`config.mk`:
```
export PLATFORM = sky130hd
export DESIGN_NAME = vdp_bus_master_flat
export DESIGN_NICKNAME = d
export VERILOG_FILES = /design/src/rtl/vdp_pkg.sv /design/src/rtl/vdp_bus_master_if.sv /design/src/rtl/vdp_strobe_timer.sv /design/src/rtl/vdp_bus_master.sv /design/src/flat_wrapper.sv
export SDC_FILE = /design/constraint.sdc
export NUM_CORES = 1
export LEC_CHECK = 0
export ABC_AREA = 1
export CORE_AREA = 2 2 83 85
export CTS_BUF_LIST = sky130_fd_sc_hd__clkbuf_4
export CTS_CLUSTER_DIAMETER = 200
export DETAILED_ROUTE_END_ITERATION = 10
export DIE_AREA = 0 0 85 87
export GPL_ROUTABILITY_DRIVEN = 0
export GPL_TIMING_DRIVEN = 0
export PLACE_DENSITY_LB_ADDON = 0.2
export SKIP_CTS_REPAIR_TIMING = 1
export SYNTH_ARGS = -nofsm -noshare
export SYNTH_HDL_FRONTEND = slang
export SYNTH_HIERARCHICAL = 1
export SYNTH_SLANG_ARGS = --single-unit
```
`constraint.sdc`:
```
create_clock -name clk -period 1.75 [get_ports clk]
set_input_delay 0.2625 -clock clk [delete_from_list [all_inputs] [get_ports clk]]
set_output_delay 0.2625 -clock clk [all_outputs]
set_load 0.05 [all_outputs]
```
`src/rtl/vdp_pkg.sv`:
```
// Shared definitions for the VDP bus master: command encodings, FSM states,
// port-byte prefixes and the byte-sequencing helpers.
package vdp_pkg;

    typedef enum logic [2:0] {
        OP_WREG  = 3'd0,
        OP_SETW  = 3'd1,
        OP_SETR  = 3'd2,
        OP_WDATA = 3'd3,
        OP_RDATA = 3'd4,
        OP_RSTAT = 3'd5,
        OP_FILL  = 3'd6,
        OP_RSVD  = 3'd7
    } op_t;

    typedef enum logic [2:0] {
        IDLE   = 3'd0,
        SETUP  = 3'd1,
        STROBE = 3'd2,
        RDHOLD = 3'd3,
        GAP    = 3'd4
    } state_t;

    localparam logic [1:0] PFX_WRITE = 2'b01;
    localparam logic [1:0] PFX_READ  = 2'b00;
    localparam logic [4:0] PFX_REG   = 5'b10000;

    // Byte driven onto the VDP port; two-byte ops select their half with 'first'.
    function automatic logic [7:0] port_byte(op_t op, logic [13:0] addr,
                                             logic [7:0] data, logic first);
        logic [7:0] b;
        b = 8'h00;
        case (op)
            OP_WREG:           b = first ? data : {PFX_REG, addr[2:0]};
            OP_SETW:           b = first ? addr[7:0] : {PFX_WRITE, addr[13:8]};
            OP_SETR:           b = first ? addr[7:0] : {PFX_READ, addr[13:8]};
            OP_WDATA, OP_FILL: b = data;
            default:           b = 8'h00;
        endcase
        return b;
    endfunction

    // Nine bits so that a FILL length of 0 means 256 transfers.
    function automatic logic [8:0] byte_count(op_t op, logic [7:0] len);
        logic [8:0] n;
        n = 9'd0;
        case (op)
            OP_WREG, OP_SETW, OP_SETR:    n = 9'd2;
            OP_WDATA, OP_RDATA, OP_RSTAT: n = 9'd1;
            OP_FILL:                      n = (len == 8'd0) ? 9'd256 : {1'b0, len};
            default:                      n = 9'd0;
        endcase
        return n;
    endfunction

    function automatic logic op_mode(op_t op);
        return (op == OP_WREG) || (op == OP_SETW) || (op == OP_SETR) || (op == OP_RSTAT);
    endfunction

    function automatic logic op_is_read(op_t op);
        return (op == OP_RDATA) || (op == OP_RSTAT);
    endfunction

endpackage

```
`src/rtl/vdp_bus_master_if.sv`:
```
// Command/response handshake plus the VDP-side port pins of the bus master.
interface vdp_bus_master_if;
    logic        cmd_valid;
    logic        cmd_ready;
    logic [2:0]  cmd_op;
    logic [13:0] cmd_addr;
    logic [7:0]  cmd_data;
    logic [7:0]  cmd_len;
    logic        rsp_valid;
    logic [7:0]  rsp_data;
    logic        vdp_mode;
    logic [7:0]  vdp_dout;
    logic        vdp_wr;
    logic        vdp_rd;
    logic [7:0]  vdp_din;

    modport master (
        input  cmd_valid, cmd_op, cmd_addr, cmd_data, cmd_len, vdp_din,
        output cmd_ready, rsp_valid, rsp_data, vdp_mode, vdp_dout, vdp_wr, vdp_rd
    );

    modport slave (
        output cmd_valid, cmd_op, cmd_addr, cmd_data, cmd_len, vdp_din,
        input  cmd_ready, rsp_valid, rsp_data, vdp_mode, vdp_dout, vdp_wr, vdp_rd
    );
endinterface

```
`src/rtl/vdp_strobe_timer.sv`:
```
// 4-bit down-counter timing the RDHOLD and GAP states; done when it reaches zero.
module vdp_strobe_timer (
    input  logic       clk,
    input  logic       reset,
    input  logic       load,
    input  logic [3:0] load_val,
    output logic       done
);
    logic [3:0] count_reg;

    always_ff @(posedge clk) begin
        if (reset) begin
            count_reg <= 4'd0;
        end else if (load) begin
            count_reg <= load_val;
        end else if (count_reg != 4'd0) begin
            count_reg <= count_reg - 4'd1;
        end
    end

    assign done = (count_reg == 4'd0);
endmodule

```
`src/rtl/vdp_bus_master.sv`:
```
// Turns WREG/SETW/SETR/WDATA/RDATA/RSTAT/FILL commands into timed VDP port
// byte writes and reads through a SETUP/STROBE|RDHOLD/GAP sequence per byte.
module vdp_bus_master
    import vdp_pkg::*;
#(
    parameter int GAP_CYCLES = 2,
    parameter int RD_CYCLES  = 4
) (
    input  logic               clk,
    input  logic               reset,
    vdp_bus_master_if.master   bus
);
    localparam logic [3:0] GAP_LOAD = 4'(GAP_CYCLES - 1);
    localparam logic [3:0] RD_LOAD  = 4'(RD_CYCLES - 1);

    state_t      state_reg, state_next;
    op_t         op_reg;
    op_t         cmd_op;
    logic [13:0] addr_reg;
    logic [7:0]  data_reg;
    logic [8:0]  cnt_reg;
    logic        mode_reg;
    logic [7:0]  dout_reg;
    logic        rsp_valid_reg;
    logic [7:0]  rsp_data_reg;
    logic        timer_load;
    logic [3:0]  timer_val;
    logic        timer_done;
    logic        accept;
    logic        rd_last;

    assign cmd_op  = op_t'(bus.cmd_op);
    assign accept  = bus.cmd_valid && bus.cmd_ready;
    assign rd_last = (state_reg == RDHOLD) && timer_done;

    vdp_strobe_timer u_timer (
        .clk      (clk),
        .reset    (reset),
        .load     (timer_load),
        .load_val (timer_val),
        .done     (timer_done)
    );

    always_ff @(posedge clk) begin
        if (reset) begin
            state_reg <= IDLE;
        end else begin
            state_reg <= state_next;
        end
    end

    always_comb begin
        state_next = state_reg;
        timer_load = 1'b0;
        timer_val  = 4'd0;
        case (state_reg)
            IDLE: begin
                // The reserved op is taken and retired here without leaving IDLE.
                if (accept && (cmd_op != OP_RSVD)) begin
                    state_next = SETUP;
                end
            end
            SETUP: begin
                if (op_is_read(op_reg)) begin
                    state_next = RDHOLD;
                    timer_load = 1'b1;
                    timer_val  = RD_LOAD;
                end else begin
                    state_next = STROBE;
                end
            end
            STROBE: begin
                state_next = GAP;
                timer_load = 1'b1;
                timer_val  = GAP_LOAD;
            end
            RDHOLD: begin
                if (timer_done) begin
                    state_next = GAP;
                    timer_load = 1'b1;
                    timer_val  = GAP_LOAD;
                end
            end
            GAP: begin
                if (timer_done) begin
                    state_next = (cnt_reg > 9'd1) ? SETUP : IDLE;
                end
            end
            default: state_next = IDLE;
        endcase
    end

    always_ff @(posedge clk) begin
        if (reset) begin
            op_reg        <= OP_WREG;
            addr_reg      <= 14'd0;
            data_reg      <= 8'd0;
            cnt_reg       <= 9'd0;
            mode_reg      <= 1'b0;
            dout_reg      <= 8'd0;
            rsp_valid_reg <= 1'b0;
            rsp_data_reg  <= 8'd0;
        end else begin
            rsp_valid_reg <= rd_last;
            if (rd_last) begin
                rsp_data_reg <= bus.vdp_din;
            end
            if (accept) begin
                op_reg   <= cmd_op;
                addr_reg <= bus.cmd_addr;
                data_reg <= bus.cmd_data;
                cnt_reg  <= byte_count(cmd_op, bus.cmd_len);
                if (cmd_op != OP_RSVD) begin
                    mode_reg <= op_mode(cmd_op);
                    dout_reg <= port_byte(cmd_op, bus.cmd_addr, bus.cmd_data, 1'b1);
                end
            end else if ((state_reg == GAP) && timer_done) begin
                // Port byte only changes between bytes, so it is stable SETUP..GAP.
                cnt_reg <= cnt_reg - 9'd1;
                if (cnt_reg > 9'd1) begin
                    dout_reg <= port_byte(op_reg, addr_reg, data_reg, 1'b0);
                end
            end
        end
    end

    assign bus.cmd_ready = (state_reg == IDLE) && !reset;
    assign bus.vdp_wr    = (state_reg == STROBE);
    assign bus.vdp_rd    = (state_reg == RDHOLD);
    assign bus.vdp_mode  = mode_reg;
    assign bus.vdp_dout  = dout_reg;
    assign bus.rsp_valid = rsp_valid_reg;
    assign bus.rsp_data  = rsp_data_reg;
endmodule

```
`src/flat_wrapper.sv`:
```
// flat-port wrapper written by rule: the top's interface ports become plain ports
module vdp_bus_master_flat import vdp_pkg::*;
#(
    parameter int GAP_CYCLES = 2,
    parameter int RD_CYCLES  = 4
)
  (clk, reset, bus_cmd_valid, bus_cmd_op, bus_cmd_addr, bus_cmd_data, bus_cmd_len, bus_vdp_din, bus_cmd_ready, bus_rsp_valid, bus_rsp_data, bus_vdp_mode, bus_vdp_dout, bus_vdp_wr, bus_vdp_rd);
  vdp_bus_master_if bus_i ();
  input  logic clk;
  input  logic reset;
  input wire logic [$bits(bus_i.cmd_valid)-1:0] bus_cmd_valid;
  input wire logic [$bits(bus_i.cmd_op)-1:0] bus_cmd_op;
  input wire logic [$bits(bus_i.cmd_addr)-1:0] bus_cmd_addr;
  input wire logic [$bits(bus_i.cmd_data)-1:0] bus_cmd_data;
  input wire logic [$bits(bus_i.cmd_len)-1:0] bus_cmd_len;
  input wire logic [$bits(bus_i.vdp_din)-1:0] bus_vdp_din;
  output wire logic [$bits(bus_i.cmd_ready)-1:0] bus_cmd_ready;
  output wire logic [$bits(bus_i.rsp_valid)-1:0] bus_rsp_valid;
  output wire logic [$bits(bus_i.rsp_data)-1:0] bus_rsp_data;
  output wire logic [$bits(bus_i.vdp_mode)-1:0] bus_vdp_mode;
  output wire logic [$bits(bus_i.vdp_dout)-1:0] bus_vdp_dout;
  output wire logic [$bits(bus_i.vdp_wr)-1:0] bus_vdp_wr;
  output wire logic [$bits(bus_i.vdp_rd)-1:0] bus_vdp_rd;
  assign bus_i.cmd_valid = bus_cmd_valid;
  assign bus_i.cmd_op = bus_cmd_op;
  assign bus_i.cmd_addr = bus_cmd_addr;
  assign bus_i.cmd_data = bus_cmd_data;
  assign bus_i.cmd_len = bus_cmd_len;
  assign bus_i.vdp_din = bus_vdp_din;
  assign bus_cmd_ready = bus_i.cmd_ready;
  assign bus_rsp_valid = bus_i.rsp_valid;
  assign bus_rsp_data = bus_i.rsp_data;
  assign bus_vdp_mode = bus_i.vdp_mode;
  assign bus_vdp_dout = bus_i.vdp_dout;
  assign bus_vdp_wr = bus_i.vdp_wr;
  assign bus_vdp_rd = bus_i.vdp_rd;
  vdp_bus_master #(.GAP_CYCLES(GAP_CYCLES), .RD_CYCLES(RD_CYCLES)) u_core (.clk(clk), .reset(reset), .bus(bus_i));
endmodule
```
==> results.json, run 1 <==
{
  "final_layout_size_suffix_gt1_share_pct": 9.83,
  "grt_util_all_layers_pct": 21.3,
  "synth_area_per_cell_um2": 6.42,
  "die_h_um": 87,
  "clock_path_buffers": 2,
  "synth_seq_cells": 54,
  "holdCritStartpoint": "reset",
  "finalHoldViolCount": 0,
  "drc": 0,
  "core-area_um2": 6570,
  "wl_per_cell_um": 13.0,
  "synth_edf_count": 0,
  "synth_cells": 460,
  "end_kind": "flip-flop",
  "antenna_found_initial": 0,
  "status": "finished clean",
  "critPathRequiredTime_ps": 2060,
  "ios": 65,
  "start_kind": "flip-flop",
  "r2r_end": "u_core/u_timer/count_reg[3]",
  "htree_levels": 2,
  "portBuffers": 64,
  "cts_tree": "built",
  "die_x_um": 85,
  "whs_ps": 114,
  "hold_path_depth": 2,
  "hpwl_um": 5780,
  "fin_crit_ps": 1670,
  "final_cell_mix": "nand2_1 (145), nand3_1 (58), dfxtp_1 (51), inv_1 (44), clkdlybuf4s50_1 (42)",
  "max-vdd-ir-drop_mv": 0.660,
  "critPathArrivalTime_ps": 1980,
  "diodes": 0,
  "min_to": "u_core/u_timer/count_reg[1]",
  "grt_pass1_wl_um": 12900,
  "ff2ff_path_depth": 12,
  "grt_start_max_net_pins": 18,
  "via_count": 3185,
  "synth.distinct_cells": 32,
  "clk_pin_slew_ps": 160,
  "layout.nets": 585,
  "grt_pass1_vias": 2915,
  "ys_seq_area_share_pct": 36.6,
  "final_cells": 619,
  "fin_crit_sh_pct": 95.3,
  "globalRoute.totalOverflow": 0,
  "insertion_delay_ps": 390,
  "maxSlewHeadroom_pct": 63.3,
  "worst_pin_slew_ps": 551,
  "rows": 30,
  "placed_cells": 605,
  "setup_viol": 0,
  "die_area_um2": 7400,
  "crit_fanout": 7,
  "firstDrtPassIters": 4,
  "power_density_nw_per_um2": 1140,
  "wirelength_um": 8030,
  "ctsRootBufferMaster": "clkbuf_4",
  "final_common_cell": "nand2_1",
  "viasPerCell": 5.15,
  "yosysWarnings": 6,
  "r2r-start": "u_core/u_timer/count_reg[0]",
  "setup.worst_path.class": "reg2reg",
  "n_fill_cell": 646,
  "max_freq_mhz": 599,
  "clock_sinks": 54,
  "p_leak_nw": 2.05,
  "maxSlewViolCount": 0,
  "cts-buffers-inserted": 5,
  "r2r_slack_ps": 80,
  "ant_nets": 0,
  "place_area_um2": 3700,
  "finClkSkew_ps": 14.6,
  "hold_path_class": "in2reg",
  "drtIter0Drc": 302,
  "setup_tns_ps": 0,
  "synthArstFlopShare_pct": 0,
  "final_area_um2": 3930,
  "syn_area_um2": 2950,
  "synth-main-ff-cell": "dfxtp_1",
  "initial_utilization_pct": 44.9,
  "maxCapViolations": 0,
  "rsz0062_at_grt": "true",
  "area_growth_pct": 33.3
}
metrics by stage:
step	total power, mW	setup WS, ps	util, %
2_1_floorplan	3.04	14.3	-
3_3_place_gp	3.56	-601	56.3
3_5_place_dp	3.59	-605	56.3
4_1_cts	4.33	-742	57.6
5_1_grt	4.84	-74.5	59.9
6_report	4.49	81.7	59.9
report_power, final:
group / total (mW) / leakage, nW / internal (mW) / switching [mW]
clock network: 0.728 / 0.0374 / 0.300 / 0.427
logic: 2.17 / 1.57 / 0.829 / 1.34
registers: 1.60 / 0.442 / 1.44 / 0.154
critical path, stage by stage, from the launching register on:
cell	delay, ps
dfxtp_2	370
inv_2	80
ha_4	160
nand2_4	60
nor2_4	140
a21oi_1	50
nor2_1	110
nand2_1	120
nand2_4	130
inv_4	60
or2_0	190
nand3_1	80
nor2_1	40
how the worst max path moves through the flow:
| stage | startpoint | end | slack (ps) | cells past startpoint |
|---|---|---|---|---|
| floorplan | u_core/state_reg[1] | bus_vdp_wr | 10 | 2 |
| global placement | reset | bus_cmd_ready | -600 | 7 |
| detailed placement | reset | bus_cmd_ready | -610 | 7 |
| CTS | u_core/state_reg[1] | bus_vdp_rd | -740 | 6 |
| global route | u_core/u_timer/count_reg[0] | u_core/u_timer/count_reg[3] | -70 | 12 |
| finish | u_core/u_timer/count_reg[0] | u_core/u_timer/count_reg[3] | 80 | 12 |
cells by family (layout without fill, tap and decap cells):
kind of cell               after synthesis  after routing  share of synthesized area [%]
and+or+nand+nor                        272            272                           40.7
buffers and inverters                   68            146                           10.1
AOI/OAI and AO/OA                       60             60                           10.6
DFF                                     54             54                           36.6
adders and majority gates                3              3                           1.27
xor gates and xnor gates                 2              2                          0.594
other                                    1              2                          0.127
cells in the mapped netlist, types with 2 or more instances:
cell type / instances / area [um2]
buf_2: 5 / 25.0
nand3_2: 2 / 20.0
o21ai_0: 19 / 95.1
a21oi_1: 35 / 175
inv_1: 46 / 173
clkbuf_1: 7 / 26.3
a31oi_1: 2 / 12.5
nand4_1: 11 / 68.8
ha_1: 3 / 37.5
nor2_1: 42 / 158
dfxtp_1: 54 / 1080
buf_6: 4 / 45.0
nor2_4: 2 / 22.5
inv_2: 2 / 7.51
nand2_1: 147 / 552
nor3_1: 3 / 15.0
o211ai_1: 3 / 22.5
nand3_1: 58 / 290
nand2_2: 2 / 12.5
layer usage:
layer / track usage [%] / wire (um) / up-vias
met5: 0 / 0 / -
met3: 4.36 / 559 / 9
li1: - / - / 1630
met2: 35.8 / 3860 / 106
met4: 6.78 / 76 / 0
met1: 27.7 / 3530 / 1440
layout make-up:
type                            count  area [um2]  area share (%)
Multi-Input combinational cell    339        1620            41.2
Sequential cell                    54        1080            27.6
Timing Repair Buffer               70         734            18.7
Inverter                           50         196            4.99
Buffer                             18         114            2.89
Tap cell                           80         100            2.54
Clock inverter                      3        45.0            1.15
Clock buffer                        5        37.5           0.954
(Power assumes the default switching activity.)
==> run 2, diff against run 1 <==
- GPL_TIMING_DRIVEN: 0 -> 1
==> run 2 against run 1 <==
Compared with the run above: clock skew shrank 5.5 ps; worst hold slack gained 280 ps; final cell count grew 1.6%; sequential power is essentially flat; combinational power grew 2%; routed wire length shrank 4.9%; critical endpoint is now bus_cmd_ready; largest cell class unchanged; highest routed layer unchanged.
==> results.json, run 2 (synthesis gave the netlist of run 1 again) <==
{
  "final_common_cell": "nand2_1",
  "die_h_um": 87,
  "maxSlewHeadroom_pct": 64.2,
  "worst_pin_slew_ps": 536,
  "ff2ff_path_depth": 12,
  "wirelength_um": 7630,
  "power_density_nw_per_um2": 1100,
  "clock_path_buffers": 2,
  "diodes": 0,
  "critPathRequiredTime_ps": 1490,
  "hold_path_class": "in2reg",
  "die_area_um2": 7400,
  "grt_pass1_vias": 2884,
  "area_growth_pct": 35.8,
  "max_freq_mhz": 599,
  "maxSlewViolCount": 0,
  "fin_crit_ps": 1670,
  "wl_per_cell_um": 12.1,
  "place_area_um2": 3840,
  "portBuffers": 64,
  "r2r_slack_ps": 130,
  "final_area_um2": 4010,
  "layout.nets": 595,
  "hold_path_depth": 3,
  "ant_nets": 0,
  "whs_ps": 393,
  "insertion_delay_ps": 380,
  "die_x_um": 85,
  "setup_viol": 0,
  "globalRoute.totalOverflow": 0,
  "finClkSkew_ps": 9.13,
  "drc": 0,
  "cts-buffers-inserted": 5,
  "drtIter0Drc": 210,
  "rows": 30,
  "via_count": 3183,
  "antenna_found_initial": 0,
  "maxCapViolations": 0,
  "critPathArrivalTime_ps": 1410,
  "setup.worst_path.class": "in2out",
  "crit_fanout": 3,
  "firstDrtPassIters": 4,
  "p_leak_nw": 2.03,
  "max-vdd-ir-drop_mv": 0.740,
  "grt_pass1_wl_um": 12600,
  "ctsRootBufferMaster": "clkbuf_4",
  "holdCritStartpoint": "bus_cmd_addr[13]",
  "end_kind": "output pin",
  "final_cell_mix": "nand2_1 (145), nand3_1 (58), dfxtp_1 (49), clkdlybuf4s50_1 (43), inv_1 (42)",
  "status": "finished clean",
  "setup_tns_ps": 0,
  "min_to": "u_core/addr_reg[13]",
  "utilization_pct": 61.0,
  "r2r_end": "u_core/u_timer/count_reg[3]",
  "ios": 65,
  "finalHoldViolCount": 0,
  "htree_levels": 2,
  "finalPower_mw": 4.42,
  "final_layout_size_suffix_gt1_share_pct": 14.2,
  "cts_tree": "built",
  "hpwl_um": 5560,
  "initial_utilization_pct": 44.9,
  "start_kind": "primary input",
  "core-area_um2": 6570,
  "r2r-start": "u_core/u_timer/count_reg[0]",
  "rsz0062_at_grt": "true",
  "clk_pin_slew_ps": 170,
  "clock_sinks": 54,
  "grt_util_all_layers_pct": 20.6,
  "viasPerCell": 5.06,
  "fin_crit_sh_pct": 95.5,
  "grt_start_max_net_pins": 31
}
==> run 2: changes by cell type in the layout (fill, tap and decap cells not counted), moves of 3 or more <==
cell,before,now
buf_12,0,3
buf_2,4,0
buf_4,7,39
buf_6,6,0
clkbuf_1,7,0
dlymetal6s2s_1,19,13
==> run 2: worst max-delay path, cell delays in order <==
cell and delay (ps):
clkdlybuf4s50_1 460, inv_4 100, buf_4 120, nand3_2 100, buf_4 150, inv_1 80
buf_12 140
==> run 2: worst max-delay path by stage <==
stage,from,end,slack [ps],depth (start not counted)
2_1_floorplan,u_core/state_reg[1],bus_vdp_wr,10,2
3_3_place_gp,bus_cmd_op[0],u_core/u_timer/count_reg[3],-130,10
3_5_place_dp,bus_cmd_op[0],u_core/u_timer/count_reg[0],-190,10
4_1_cts,u_core/bus.rsp_data[4],bus_rsp_data[4],-110,1
5_1_grt,u_core/state_reg[1],bus_vdp_rd,-20,5
6_report,reset,bus_cmd_ready,80,7
==> run 2: routing by layer <==
metal	GRT usage, %	routed length (um)	vias up
li1	-	-	1651
met1	26.2	3440	1421
met2	34.7	3640	103
met3	4.83	482	8
met4	6.20	72	0
met5	0	0	-
==> run 2: cell type report <==
type | count | area, um2
repair buffers | 98 | 946
fillers | 585 | 2560
multi-input cells | 339 | 1610
inverters | 50 | 199
clock buffers | 5 | 37.5
flip-flops and latches | 54 | 1090
clock inverters | 3 | 23.8
well taps | 80 | 100
==> run 2: per-stage QoR <==
| stage | instances | worst slack [ps] |
|---|---|---|
| final | 629 | 79.5 |
| after detailed placement | 618 | -193 |
| after CTS | 626 | -109 |
| after global placement | 618 | -131 |
| after global routing | 629 | -17.9 |
| after floorplan | 461 | 14.3 |
==> run 2: power breakdown <==
| group | internal (mW) | switching (mW) | leakage (nW) | total, mW |
|---|---|---|---|---|
| clock network | 0.162 | 0.428 | 0.0278 | 0.589 |
| logic | 0.902 | 1.32 | 1.56 | 2.22 |
| registers | 1.45 | 0.165 | 0.443 | 1.61 |
| total | 2.51 | 1.91 | 2.03 | 4.42 |
